`config.mk`:
```
export PLATFORM = sky130hd
export DESIGN_NAME = jam_cost_server_flat
export DESIGN_NICKNAME = d
export VERILOG_FILES = /design/src/rtl/jam_cost_if.sv /design/src/rtl/jam_cost_server.sv /design/src/flat_wrapper.sv
export SDC_FILE = /design/constraint.sdc
export NUM_CORES = 1
export LEC_CHECK = 0
export CAP_MARGIN = 20
export CORE_MARGIN = 4
export CORE_UTILIZATION = 59
export DETAILED_ROUTE_END_ITERATION = 8
export HOLD_SLACK_MARGIN = 0.05
export PLACE_DENSITY_LB_ADDON = 0.2
export SLEW_MARGIN = 30
export SYNTH_ARGS = -nofsm -noshare
export SYNTH_HDL_FRONTEND = slang
export SYNTH_SLANG_ARGS = --single-unit
```
`constraint.sdc`:
```
create_clock -name CLK -period 5.2 [get_ports CLK]
set_input_delay 0.52 -clock CLK [delete_from_list [all_inputs] [get_ports CLK]]
set_output_delay 0.52 -clock CLK [all_outputs]
set_load 0.01 [all_outputs]
```
`src/rtl/jam_cost_if.sv`:
```
// Bus bundle between the cost server and its two neighbours: the table
// loader (ld_*) and the JAM search core (W/J/Cost lookups plus the result
// strobe). The server takes the slave modport; the loader/core side takes master.
interface jam_cost_if #(
    parameter int COST_W = 7
) ();
    logic              ld_valid;
    logic [COST_W-1:0] ld_data;
    logic              ld_ready;
    logic              table_full;
    logic [2:0]        W;
    logic [2:0]        J;
    logic [COST_W-1:0] Cost;
    logic              Valid;
    logic [3:0]        MatchCount;
    logic [9:0]        MinCost;
    logic [15:0]       perm_count;
    logic [3:0]        res_match;
    logic [9:0]        res_min;
    logic              done;
    logic              err;

    modport slave (
        input  ld_valid, ld_data, W, J, Valid, MatchCount, MinCost,
        output ld_ready, table_full, Cost, perm_count, res_match, res_min, done, err
    );

    modport master (
        output ld_valid, ld_data, W, J, Valid, MatchCount, MinCost,
        input  ld_ready, table_full, Cost, perm_count, res_match, res_min, done, err
    );
endinterface

```
`src/rtl/jam_cost_server.sv`:
```
// Cost-table responder for the JAM search engine. The table is loaded
// row-major (worker-major) in LOAD. In SERVE it answers {W,J} lookups on
// the falling edge, so the core can sample Cost on its next rising edge.
// It also counts completed worker sweeps and captures the core's final result.
module jam_cost_server #(
    parameter int COST_W = 7,
    parameter int N      = 8
) (
    input  logic       CLK,
    input  logic       RST,
    jam_cost_if.slave  bus
);
    localparam int DEPTH = N * N;
    localparam int AW    = $clog2(DEPTH);

    typedef enum logic [1:0] {ST_LOAD, ST_SERVE, ST_DONE} state_t;

    state_t            state;
    state_t            state_nx;
    logic [AW-1:0]     wr_ptr;
    logic [2:0]        prev_w;
    logic [COST_W-1:0] table_mem [DEPTH];
    logic [AW-1:0]     rd_addr;

    logic              accept;
    logic              capture;
    logic              sweep_end;
    logic              proto_err;

    logic [COST_W-1:0] cost_q;
    logic [15:0]       perm_q;
    logic [3:0]        match_q;
    logic [9:0]        min_q;
    logic              done_q;
    logic              err_q;

    assign rd_addr = {bus.W, bus.J};

    // State register; DONE is only left through reset.
    always_ff @(posedge CLK or posedge RST) begin
        if (RST) state <= ST_LOAD;
        else     state <= state_nx;
    end

    // Next-state decode plus the per-state strobes that drive the datapath.
    always_comb begin
        state_nx       = state;
        bus.ld_ready   = 1'b0;
        bus.table_full = 1'b0;
        accept         = 1'b0;
        capture        = 1'b0;
        sweep_end      = 1'b0;
        proto_err      = 1'b0;
        case (state)
            ST_LOAD: begin
                bus.ld_ready = 1'b1;
                accept       = bus.ld_valid;
                proto_err    = bus.Valid;
                if (bus.ld_valid && (wr_ptr == AW'(DEPTH - 1))) state_nx = ST_SERVE;
            end
            ST_SERVE: begin
                bus.table_full = 1'b1;
                proto_err      = bus.ld_valid;
                sweep_end      = (prev_w == 3'd6) && (bus.W == 3'd7);
                if (bus.Valid) begin
                    capture  = 1'b1;
                    state_nx = ST_DONE;
                end
            end
            ST_DONE: begin
                bus.table_full = 1'b1;
            end
            default: state_nx = ST_LOAD;
        endcase
    end

    // Write pointer for the load phase; wraps to 0 after the last word.
    always_ff @(posedge CLK or posedge RST) begin
        if (RST)         wr_ptr <= '0;
        else if (accept) wr_ptr <= wr_ptr + 1'b1;
    end

    // Cost storage is deliberately not reset; it is fully rewritten after every reset.
    always_ff @(posedge CLK) begin
        if (accept) table_mem[wr_ptr] <= bus.ld_data;
    end

    // Previous worker index, used to spot the 6->7 step that closes a sweep.
    always_ff @(posedge CLK or posedge RST) begin
        if (RST) prev_w <= 3'd0;
        else     prev_w <= bus.W;
    end

    // Saturating sweep counter; only advances in SERVE, so it freezes in DONE.
    always_ff @(posedge CLK or posedge RST) begin
        if (RST)                                 perm_q <= 16'd0;
        else if (sweep_end && perm_q != 16'hFFFF) perm_q <= perm_q + 16'd1;
    end

    // Result capture on the first Valid seen in SERVE.
    always_ff @(posedge CLK or posedge RST) begin
        if (RST) begin
            match_q <= 4'd0;
            min_q   <= 10'd0;
            done_q  <= 1'b0;
        end else if (capture) begin
            match_q <= bus.MatchCount;
            min_q   <= bus.MinCost;
            done_q  <= 1'b1;
        end
    end

    // Sticky protocol-error flag.
    always_ff @(posedge CLK or posedge RST) begin
        if (RST)            err_q <= 1'b0;
        else if (proto_err) err_q <= 1'b1;
    end

    // Falling-edge lookup register gives the core a half-cycle, registered Cost.
    always_ff @(negedge CLK or posedge RST) begin
        if (RST)                  cost_q <= '0;
        else if (state == ST_LOAD) cost_q <= '0;
        else                      cost_q <= table_mem[rd_addr];
    end

    assign bus.Cost       = cost_q;
    assign bus.perm_count = perm_q;
    assign bus.res_match  = match_q;
    assign bus.res_min    = min_q;
    assign bus.done       = done_q;
    assign bus.err        = err_q;
endmodule

```
`src/flat_wrapper.sv`:
```
// flat-port wrapper written by rule: the top's interface ports become plain ports
module jam_cost_server_flat 
#(
    parameter int COST_W = 7,
    parameter int N      = 8
)
  (CLK, RST, bus_ld_valid, bus_ld_data, bus_W, bus_J, bus_Valid, bus_MatchCount, bus_MinCost, bus_ld_ready, bus_table_full, bus_Cost, bus_perm_count, bus_res_match, bus_res_min, bus_done, bus_err);
  jam_cost_if #(.COST_W(COST_W)) bus_i ();
  input  logic CLK;
  input  logic RST;
  input wire logic [$bits(bus_i.ld_valid)-1:0] bus_ld_valid;
  input wire logic [$bits(bus_i.ld_data)-1:0] bus_ld_data;
  input wire logic [$bits(bus_i.W)-1:0] bus_W;
  input wire logic [$bits(bus_i.J)-1:0] bus_J;
  input wire logic [$bits(bus_i.Valid)-1:0] bus_Valid;
  input wire logic [$bits(bus_i.MatchCount)-1:0] bus_MatchCount;
  input wire logic [$bits(bus_i.MinCost)-1:0] bus_MinCost;
  output wire logic [$bits(bus_i.ld_ready)-1:0] bus_ld_ready;
  output wire logic [$bits(bus_i.table_full)-1:0] bus_table_full;
  output wire logic [$bits(bus_i.Cost)-1:0] bus_Cost;
  output wire logic [$bits(bus_i.perm_count)-1:0] bus_perm_count;
  output wire logic [$bits(bus_i.res_match)-1:0] bus_res_match;
  output wire logic [$bits(bus_i.res_min)-1:0] bus_res_min;
  output wire logic [$bits(bus_i.done)-1:0] bus_done;
  output wire logic [$bits(bus_i.err)-1:0] bus_err;
  assign bus_i.ld_valid = bus_ld_valid;
  assign bus_i.ld_data = bus_ld_data;
  assign bus_i.W = bus_W;
  assign bus_i.J = bus_J;
  assign bus_i.Valid = bus_Valid;
  assign bus_i.MatchCount = bus_MatchCount;
  assign bus_i.MinCost = bus_MinCost;
  assign bus_ld_ready = bus_i.ld_ready;
  assign bus_table_full = bus_i.table_full;
  assign bus_Cost = bus_i.Cost;
  assign bus_perm_count = bus_i.perm_count;
  assign bus_res_match = bus_i.res_match;
  assign bus_res_min = bus_i.res_min;
  assign bus_done = bus_i.done;
  assign bus_err = bus_i.err;
  jam_cost_server #(.COST_W(COST_W), .N(N)) u_core (.CLK(CLK), .RST(RST), .bus(bus_i));
endmodule
```
==> impl_results.md, run 1 <==
* Outcome: finished, final reports clean
* YS warnings at 0
* Core Footprint at between 0.03 and 0.04 mm^2
* Placed insts at roughly 1.5k
* Met3 GRT Util at 0.0436
* DIE WIDTH at ~190 um
* Layout Cells excl Fill at about 1.6k
* Ys async rst share at 0.100
* Die Height at roughly 190 um
* Port Buf Inserts at slightly above 70
* Worst Setup End Kind: primary output
* Top FF cell, synth: edfxtp_1
* Design Area, Final at roughly 0.023 mm^2
* CTS resizes at 0
* Multi-input combinational cell area at 0.00455 mm^2
* Global route hottest layer: met2
* Nets at between 1k and 1.5k
* I/O pin cnt at 72
* Worst VDD drop at between 0.0002 and 0.0003 V
* Overall routing resource usage at 0.246
* Clk Latency, worst-skew pair at 0.56 ns
* Starting DRT DRC Count at approximately 1.3k
* Post-synth EDFFs at roughly 450
* Type of origin of the critical path: register
* Kind of critical path: register to primary output
* Final setup fails at 0
* Crit path largest cell delay at between 0.5 and 0.6 ns
* Pwr per Cell Area at ~410 mW/mm^2
* Worst reg-to-reg setup slack at approximately 0.65 ns
* #FFs+latches synth at 498
* CP Data Required Time at 4.68 ns
* Die Area at between 0.03 and 0.04 mm^2
* Worst path bufs/invs at 1
* Most frequent cells in the layout: edfxtp_1 (448), mux4_2 (97), nor2_1 (86), clkdlybuf4s50_1 (61), clkbuf_16 (51)
* Router iterations before antenna repair at 5
* Critical Path Slowest Stage Cell: clkdlybuf4s50_1
* Clk sinks at 498
* Cell variety after synth at 51
* Critical Path Fanout Max at 1
* Delay-heaviest family, CP: buffers and inverters
* Vias per cell at 6.35
* Setup Buffers After CTS at 0
* RSZ-0062 raised after global routing: no
* DR WL/cell at approximately 28 um
* Pleak at roughly 7.4 nW
* WL final at between 40 and 50 mm
* Worst-path cell chain: clkdlybuf4s50_1
* Sequential fraction of the synthesis area at 0.750
* Met1 Track Usage GR at 0.371
* Clock tree buffer depth at 3
* Worst Path Arrival at 4.17 ns
* CTS H-tree lvls at 2
* Fin util at 0.691
* HPWL Detailed at 26.7 mm
* Max-cap viol count at 0
* Post-DP Area at approximately 0.021 mm^2
* CTS tree: done
* Hold Vio Cnt, Final at 0
* DRC Markers at 0
* Syn Std Cell Area at around 0.02 mm^2
* Met2 GRT Util at 0.382
* Synth-to-layout area growth at 15.0%
* Largest net degree at the start of global routing at between 60 and 70
* Clock Pin Slew Worst Setup and Hold Paths at ~0.06 ns
* Cells after Synth at about 970
* Post-CTS Hold Buffers at 0
* Initial antenna violation count at 0
* Antenna-violating nets left at 0
* Most common cell after layout, fill and taps aside: edfxtp_1
* Initial Utilization at 0.601
* First-pass GRT wire length at roughly 65 mm
* TritonCTS buffer count at 50
* Via count at a little under 10k
* Slew @ Worst Pin at 0.971 ns
* Post-synth net total at between 1k and 1.5k
* Share of layout cells above drive strength 1 at 0.217
* Post-Syn Area per Cell at between 20 and 25 um^2
* Worst slew margin at 0.350
* Num rows at 66
* Storage cell area at 0.0147 mm^2
* Gpl congestion at between 0.9 and 1
* Diode count at 0
* Final slew viol count at 0
* Clock skew at around 0.013 ns
* Layout fillers at a little over 2k
* GRT overflow at 0
* Root Driver: clkbuf_16
* Number of global-route vias before repair at between 10k and 15k
* Hold Crit Class: primary input to asynchronous set/reset pin
==> worst register-to-register path, stage by stage, from the launching register on <==
cell and delay, ns:
edfxtp_1 0.36, mux4_1 0.52, mux4_2 0.49, nor2b_1 0.29
o2bb2ai_1 0.12
==> cells in the mapped netlist (2+ instances only) <==
master,number,area share
or2_2,3,0.00096
xor2_1,7,0.0031
buf_2,11,0.0028
ha_1,6,0.0038
mux4_1,16,0.021
or3b_2,4,0.0018
mux2i_1,21,0.011
clkbuf_1,11,0.0021
xnor2_1,13,0.0058
mux2_2,20,0.011
inv_1,4,0.00077
buf_4,10,0.0038
buf_8,2,0.0015
nand3b_1,4,0.0015
a211o_1,4,0.0018
or3_1,2,0.00064
nor3_1,7,0.0018
nand4_1,5,0.0016
and3_1,6,0.0019
dfrtp_1,43,0.055
o2bb2ai_1,3,0.0013
o22ai_1,13,0.0041
nand2b_1,5,0.0016
a211oi_1,4,0.0015
a22oi_1,5,0.0019
mux4_2,97,0.11
nor2b_1,7,0.0022
edfxtp_1,448,0.69
o2111ai_1,2,0.00089
nor2_1,86,0.016
nand2_1,30,0.0057
dfrtn_1,7,0.0089
o21ai_1,2,0.00051
buf_1,2,0.00038
buf_6,8,0.0046
a31oi_1,3,0.00096
o21ai_0,6,0.0015
buf_12,2,0.0020
nand3_1,17,0.0043
and2_1,2,0.00064
o221ai_1,3,0.0013
nor3b_1,3,0.0011
a21oi_1,9,0.0023
==> area by class of cell <==
| cell class | count | area share |
|---|---|---|
| clock inverters | 30 | 0.0138 |
| multi-input cells | 423 | 0.202 |
| inverters | 4 | 0.000666 |
| well taps | 442 | 0.0245 |
| flip-flops and latches | 498 | 0.652 |
| clock buffers | 63 | 0.0586 |
| repair buffers | 104 | 0.0485 |
==> through the flow <==
stage          total power [mW]  setup TNS [ns]  hold slack, ns  setup slack (ns)
2_1_floorplan              5.26               0           0.504             0.530
3_3_place_gp               5.75         -0.0210           0.453           -0.0210
3_5_place_dp               5.77       -0.000281           0.461         -0.000281
4_1_cts                    9.30               0           0.248             0.478
5_1_grt                    9.58               0           0.276             0.456
6_report                   9.25               0           0.254             0.511
==> power breakdown <==
group          leakage [nW]  internal (mW)  switching (mW)
combinational          1.99          0.481           0.553
sequential             4.66           4.53           0.128
clock                 0.803           2.10            1.46
total                  7.45           7.12            2.14
==> sequential cells by signal (all words and copies together), names as in the netlist, 2 cells and up <==
| register | flops |
|---|---|
| u_core.bus.Cost | 7 |
| u_core.bus.perm_count | 16 |
| u_core.bus.res_match | 4 |
| u_core.bus.res_min | 10 |
| u_core.prev_w | 3 |
| u_core.state | 2 |
| u_core.table_mem | 448 |
| u_core.wr_ptr | 6 |
==> kinds of logic after synthesis <==
kind of cell | share of synthesized area
compound gates | 0.0200
xor+xnor | 0.00893
fa+ha+maj | 0.00383
buf+inv | 0.0181
flops | 0.750
mux | 0.155
simple gates | 0.0440
==> worst paths after layout <==
path | startpoint | endpoint | cells after the start
worst min register to register | u_core.bus.done$_DFFE_PP0P_ | u_core.bus.done$_DFFE_PP0P_ | 1
worst max-delay path | u_core.bus.Cost[1]$_DFF_NP0_ | bus_Cost[1] | 1
worst min-delay path | RST | u_core.wr_ptr[0]$_DFFE_PP0P_ | 2
min in group CLK | u_core.bus.done$_DFFE_PP0P_ | u_core.bus.done$_DFFE_PP0P_ | 1
worst max register to register | u_core.table_mem[29][5]$_DFFE_PP_ | u_core.bus.Cost[5]$_DFF_NP0_ | 4
max in group asynchronous | RST | u_core.bus.Cost[4]$_DFF_NP0_ | 2
==> metal layers <==
layer  share of wire  up-vias
met2            0.48      553
met5               0        -
met4           0.026        0
met1            0.40     5110
li1                -     4178
met3           0.095       84
No activity file was read; power rests on OpenSTA's default activity.
==> run 2: changes to the inputs <==
CTS_CLUSTER_DIAMETER = 40   (was default)
clock period = 5.1 ns   (was 5.2 ns; I/O delays follow)
==> run 2 against run 1 <==
  * Clock power rose by 13%
  * Clock skew grew 0.014 ns
  * Via count increased by 1.2%
  * Core utilization rose by 1.1 points
  * Flip-flop and latch count unchanged
  * Worst hold slack got worse by 0.027 ns
  * Critical endpoint is now bus_Cost[5]
  * Wire length down 0.21%
  * Register-to-register slack better by 0.03 ns
  * Combinational power about the same
==> impl_results.md, run 2 (same netlist as run 1, synthesis figures left out) <==
* Outcome: finished, final reports clean
* Hold Crit Class: primary input to asynchronous set/reset pin
* Initial Utilization at 0.601
* Gpl congestion at roughly 0.88
* Critical Path Slowest Stage Cell: clkdlybuf4s50_1
* Largest net degree at the start of global routing at between 60 and 70
* Register-to-Register Path Depth at 4
* TritonCTS buffer count at 55
* Max reg flops at ~450
* Router iterations before antenna repair at 5
* Hold Vio Cnt, Final at 0
* Layout fillers at about 2.0k
* Nets at between 1k and 1.5k
* Vias per cell at between 6 and 7
* Clock skew at 0.0273 ns
* GRT overflow at 0
* DIE WIDTH at 190 um
* Most common cell after layout, fill and taps aside: edfxtp_1
* Biggest register: u_core.table_mem
* Critical Path Fanout Max at 1
* Synth-to-layout area growth at 16.8%
* Global route hottest layer: met2
* CTS H-tree lvls at 2
* Crit path largest cell delay at 0.58 ns
* CP Data Required Time at between 4 and 5 ns
* Worst-path cell chain: clkdlybuf4s50_1
* Worst reg-to-reg setup slack at between 0.6 and 0.7 ns
* Antenna-violating nets left at 0
* I/O pin cnt at between 70 and 80
* Starting DRT DRC Count at between 1k and 1.5k
* Num rows at 66
* Fin util at 0.702
* Via count at 10.0k
* Initial antenna violation count at 1
* Worst slew margin at 0.392
* CTS tree: done
* Clk Latency, worst-skew pair at between 0.5 and 0.6 ns
* Diode count at 0
* Worst Setup End Kind: primary output
* Worst path bufs/invs at 1
* Setup Buffers After CTS at 0
* Met2 GRT Util at 0.379
* Die Area at approximately 0.036 mm^2
* Number of global-route vias before repair at just over 10k
* Met3 GRT Util at 0.0509
* Die Height at between 150 and 200 um
* CTS resizes at 0
* Worst VDD drop at between 0.0003 and 0.0004 V
* Most frequent cells in the layout: edfxtp_1 (448), mux4_2 (97), nor2_1 (86), clkdlybuf4s50_1 (61), clkbuf_16 (55)
* Final setup fails at 0
* Port Buf Inserts at slightly above 70
* Core Footprint at 0.0326 mm^2
* DR WL/cell at approximately 27 um
* Clk sinks at 498
* Power, Total at a little under 10 mW
* Post-CTS Hold Buffers at 0
* RSZ-0062 raised after global routing: no
* WL final at around 43 mm
* Pleak at around 7.6 nW
* Pwr per Cell Area at about 430 mW/mm^2
* Final slew viol count at 0
* Crit Reg-Reg Startpoint: u_core.table_mem[29][5]$_DFFE_PP_
* Type of origin of the critical path: register
* Worst Path Arrival at ~4.1 ns
* Reg2reg end: u_core.bus.Cost[5]$_DFF_NP0_
* Delay-heaviest family, CP: buffers and inverters
* Kind of critical path: register to primary output
* Overall routing resource usage at 0.245
* HPWL Detailed at 26.9 mm
* DRC Markers at 0
* Clock tree buffer depth at 3
* Max-cap viol count at 0
* Met1 Track Usage GR at 0.363
* Share of layout cells above drive strength 1 at 0.240
* Slew @ Worst Pin at approximately 0.91 ns
* Clock Pin Slew Worst Setup and Hold Paths at roughly 0.060 ns
* Root Driver: clkbuf_16
* First-pass GRT wire length at ~66 mm
run 2: stage by stage:
stage	instance area (um^2)	TNS [ns]	setup slack [ns]	hold WS, ns	instances
floorplan	19600	0	0.490	0.504	971
global placement	21000	0	0.0127	0.449	1487
detailed placement	21000	-0.00946	-0.00921	0.452	1487
CTS	22900	0	0.433	0.219	1590
global route	22900	0	0.421	0.253	1590
finish	22900	0	0.446	0.227	1590
run 2: layer usage:
metal	wire length (um)	share of wire
met2	20600	0.47
met3	4140	0.095
met5	0	0
met1	17400	0.40
met4	1190	0.027
run 2: worst max path at each step:
stage,startpoint,endpoint,slack (ns),cells after the start
final,u_core.bus.Cost[5]$_DFF_NP0_,bus_Cost[5],0.45,1
after detailed placement,bus_J[0],u_core.bus.Cost[4]$_DFF_NP0_,-0.009,8
after global placement,bus_J[1],u_core.bus.Cost[1]$_DFF_NP0_,0.01,9
after global routing,u_core.bus.Cost[0]$_DFF_NP0_,bus_Cost[0],0.42,1
after CTS,u_core.bus.Cost[5]$_DFF_NP0_,bus_Cost[5],0.43,1
after floorplan,bus_J[0],u_core.bus.Cost[5]$_DFF_NP0_,0.49,8
run 2: area by class of cell:
cell class	count	area, um^2	share of cell area
inverter	4	15.0	0.000656
multi-input combinational	423	4550	0.199
clock inverter	39	468	0.0204
timing repair buffer	120	1200	0.0524
clock buffer	64	1410	0.0616
sequential	498	14700	0.642
tap	442	553	0.0242
run 2: where the power goes:
part	total [mW]	switching (mW)	leakage [nW]	internal, mW
combinational	1.06	0.568	2.06	0.496
clock	4.04	1.62	0.913	2.42
sequential	4.75	0.128	4.66	4.62
==> run 3: changes to the inputs <==
GPL_TIMING_DRIVEN = 0   (was default)
==> run 3 against run 2 <==
  * The flow now finishes with violations (negative setup slack)
  * Global-route usage grew 2.1 points
  * Setup slack worse by 0.46 ns
  * Worst hold slack got worse by 0.017 ns
  * Final cell count shrank 0.19%
  * Clock skew up 0.0011 ns
  * Count of clock-buffer cells in the layout did not move
  * Register-to-register slack worse by 0.39 ns
  * First-iteration DRC count grew 8.7%
  * Critical path depth rose by 5
  * Combinational power rose by 8%
  * Critical endpoint is now u_core.bus.Cost[5]$_DFF_NP0_
  * Largest cell class unchanged
  * Largest power group unchanged
==> impl_results.md, run 3 (same netlist as run 1, synthesis figures left out) <==
* Power, Total at around 9.7 mW
* Clk sinks at approximately 500
* First-pass GRT wire length at just under 70 mm
* Pleak at ~7.5 nW
* Worst Setup End Kind: register
* TritonCTS buffer count at 55
* Synth-to-layout area growth at 16.0%
* Router iterations before antenna repair at 7
* Placed insts at about 1.5k
* Number of global-route vias before repair at slightly above 10k
* Clk Latency, worst-skew pair at approximately 0.60 ns
* Crit Reg-Reg Startpoint: u_core.state[0]$_DFFE_PP0P_
* Root Driver: clkbuf_16
* Type of origin of the critical path: primary input
* I/O pin cnt at a little over 70
* Critical Path Slowest Stage Cell: clkdlybuf4s50_1
* Biggest register: u_core.table_mem
* Clock skew at between 0.02 and 0.03 ns
* Gpl congestion at 1.01
* Top Metal Used: met5
* Slew @ Worst Pin at roughly 0.95 ns
* Num rows at 66
* Starting DRT DRC Count at ~1.3k
* Max reg flops at around 450
* WL final at approximately 47 mm
* HPWL Detailed at roughly 30 mm
* Outcome: finished with violations
* Antenna-violating nets left at 0
* CTS H-tree lvls at 2
* Via count at between 10k and 15k
* Die Area at approximately 0.036 mm^2
* Max-cap viol count at 0
* DRC Markers at 0
* Kind of critical path: primary input to register
* Nets at 1,136
* Worst Path Arrival at 2.96 ns
* Diode count at 0
* Initial Utilization at 0.601
* Most frequent cells in the layout: edfxtp_1 (448), mux4_2 (97), nor2_1 (86), clkdlybuf4s50_1 (61), clkbuf_16 (56)
* Worst slew margin at 0.363
* Clock Pin Slew Worst Setup and Hold Paths at 0.06 ns
* Post-CTS Hold Buffers at 0
* CTS tree: done
* Final slew viol count at 0
* Failing checks: negative setup slack
* M1 WL at roughly 18 mm
* Overall routing resource usage at 0.266
* Worst-path cell chain: clkdlybuf4s50_1 -> clkbuf_4 -> clkbuf_4 -> mux2i_1 -> o2111ai_1 -> o2bb2ai_1
* Worst VDD drop at 0.000409 V
* Core Footprint at roughly 0.033 mm^2
* RSZ-0062 raised after global routing: no
* Initial antenna violation count at 2
* CP dominant cell by count: clkbuf_4
* CP Data Required Time at around 2.9 ns
* GRT overflow at 0
* Setup crit start: bus_W[1]
* Worst path bufs/invs at 3
* Most common cell after layout, fill and taps aside: edfxtp_1
* Crit path largest cell delay at between 0.8 and 0.9 ns
* Pwr per Cell Area at between 400 and 500 mW/mm^2
* Critical Path Fanout Max at 10
* Clock tree buffer depth at 3
* Share of layout cells above drive strength 1 at 0.233
* DR WL/cell at just under 30 um
* Hold Crit Class: primary input to asynchronous set/reset pin
* Delay-heaviest family, CP: buffers and inverters
* Met3 routed WL at just under 5 mm
* Final setup fails at 1
* Layout Cells excl Fill at between 1.5k and 2k
* Met2 wire len at approximately 22 mm
* Vias per cell at between 6 and 7
* Largest net degree at the start of global routing at 65
* Final setup margin at -0.0179 ns
* DIE WIDTH at approximately 190 um
* Die Height at about 190 um
* Hold Vio Cnt, Final at 0
* Port Buf Inserts at 69
## run 3: cell count changes in the layout (fill, tap and decap cells not counted), sizes merged
cell / change
clkbuf: +13
buf: -18
clkinv: +2
dlymetal6s2s: +1
clkdlybuf4s15: +1
bufinv: -4
clkinvlp: +2
## run 3: routing by layer
metal | global-route usage | vias up
li1 | - | 4223
met1 | 0.387 | 5298
met2 | 0.404 | 623
met5 | 0 | -
met4 | 0.0959 | 4
met3 | 0.0657 | 126
## run 3: where the power goes
part	internal, mW	total (mW)	switching, mW
Sequential	4.62	4.69	0.0675
Clock	2.27	3.90	1.63
Combinational	0.491	1.14	0.647
## run 3: through the flow
| stage | cell area (um^2) | worst slack [ns] | hold WS, ns | setup TNS (ns) | util |
|---|---|---|---|---|---|
| finish | 22700 | -0.0179 | 0.209 | -0.0179 | 0.697 |
| floorplan | 19600 | 0.490 | 0.504 | 0 | - |
| global placement | 20800 | -1.02 | 0.458 | -7.87 | 0.639 |
| global route | 22700 | 0.0318 | 0.211 | 0 | 0.697 |
| detailed placement | 20900 | -1.01 | 0.463 | -6.64 | 0.640 |
| CTS | 22700 | 0.00348 | 0.191 | 0 | 0.696 |
## run 3: cell type report
class                   count  area (um^2)
multi-input cells         423         4550
fillers                  2068         9880
plain buffers              46          382
repair buffers             71          716
clock buffers              64         1450
flip-flops and latches    498        14700
well taps                 442          553
clock inverters            39          362
inverters                   4         17.5
## run 3: worst reg2reg max path, delay by kind of cell, from the launching register on
kind	cells	cell delay, ns
and+or+nand+nor	1	0.40
adders and majority gates	1	0.21
AOI/OAI and AO/OA	3	0.92
DFF	1	0.37
buffers and inverters	2	0.33
## run 3: worst paths after layout
check,slack [ns],endpoint,depth (start not counted)
worst max register to register,0.29,u_core.bus.Cost[3]$_DFF_NP0_,7
worst max-delay path,-0.02,u_core.bus.Cost[5]$_DFF_NP0_,6
worst min-delay path,0.21,u_core.bus.perm_count[5]$_DFFE_PP0P_,2
max in group asynchronous,1.93,u_core.bus.Cost[4]$_DFF_NP0_,3
worst min register to register,0.48,u_core.bus.done$_DFFE_PP0P_,1
min in group CLK,0.34,u_core.table_mem[34][6]$_DFFE_PP_,1
## run 3: repair_timing
| action | 4_1_cts | 5_1_grt |
|---|---|---|
| endpoints found under the setup margin | 7 | 7 |
| resized for setup | 13 | 7 |
| setup buffers | 0 | 0 |
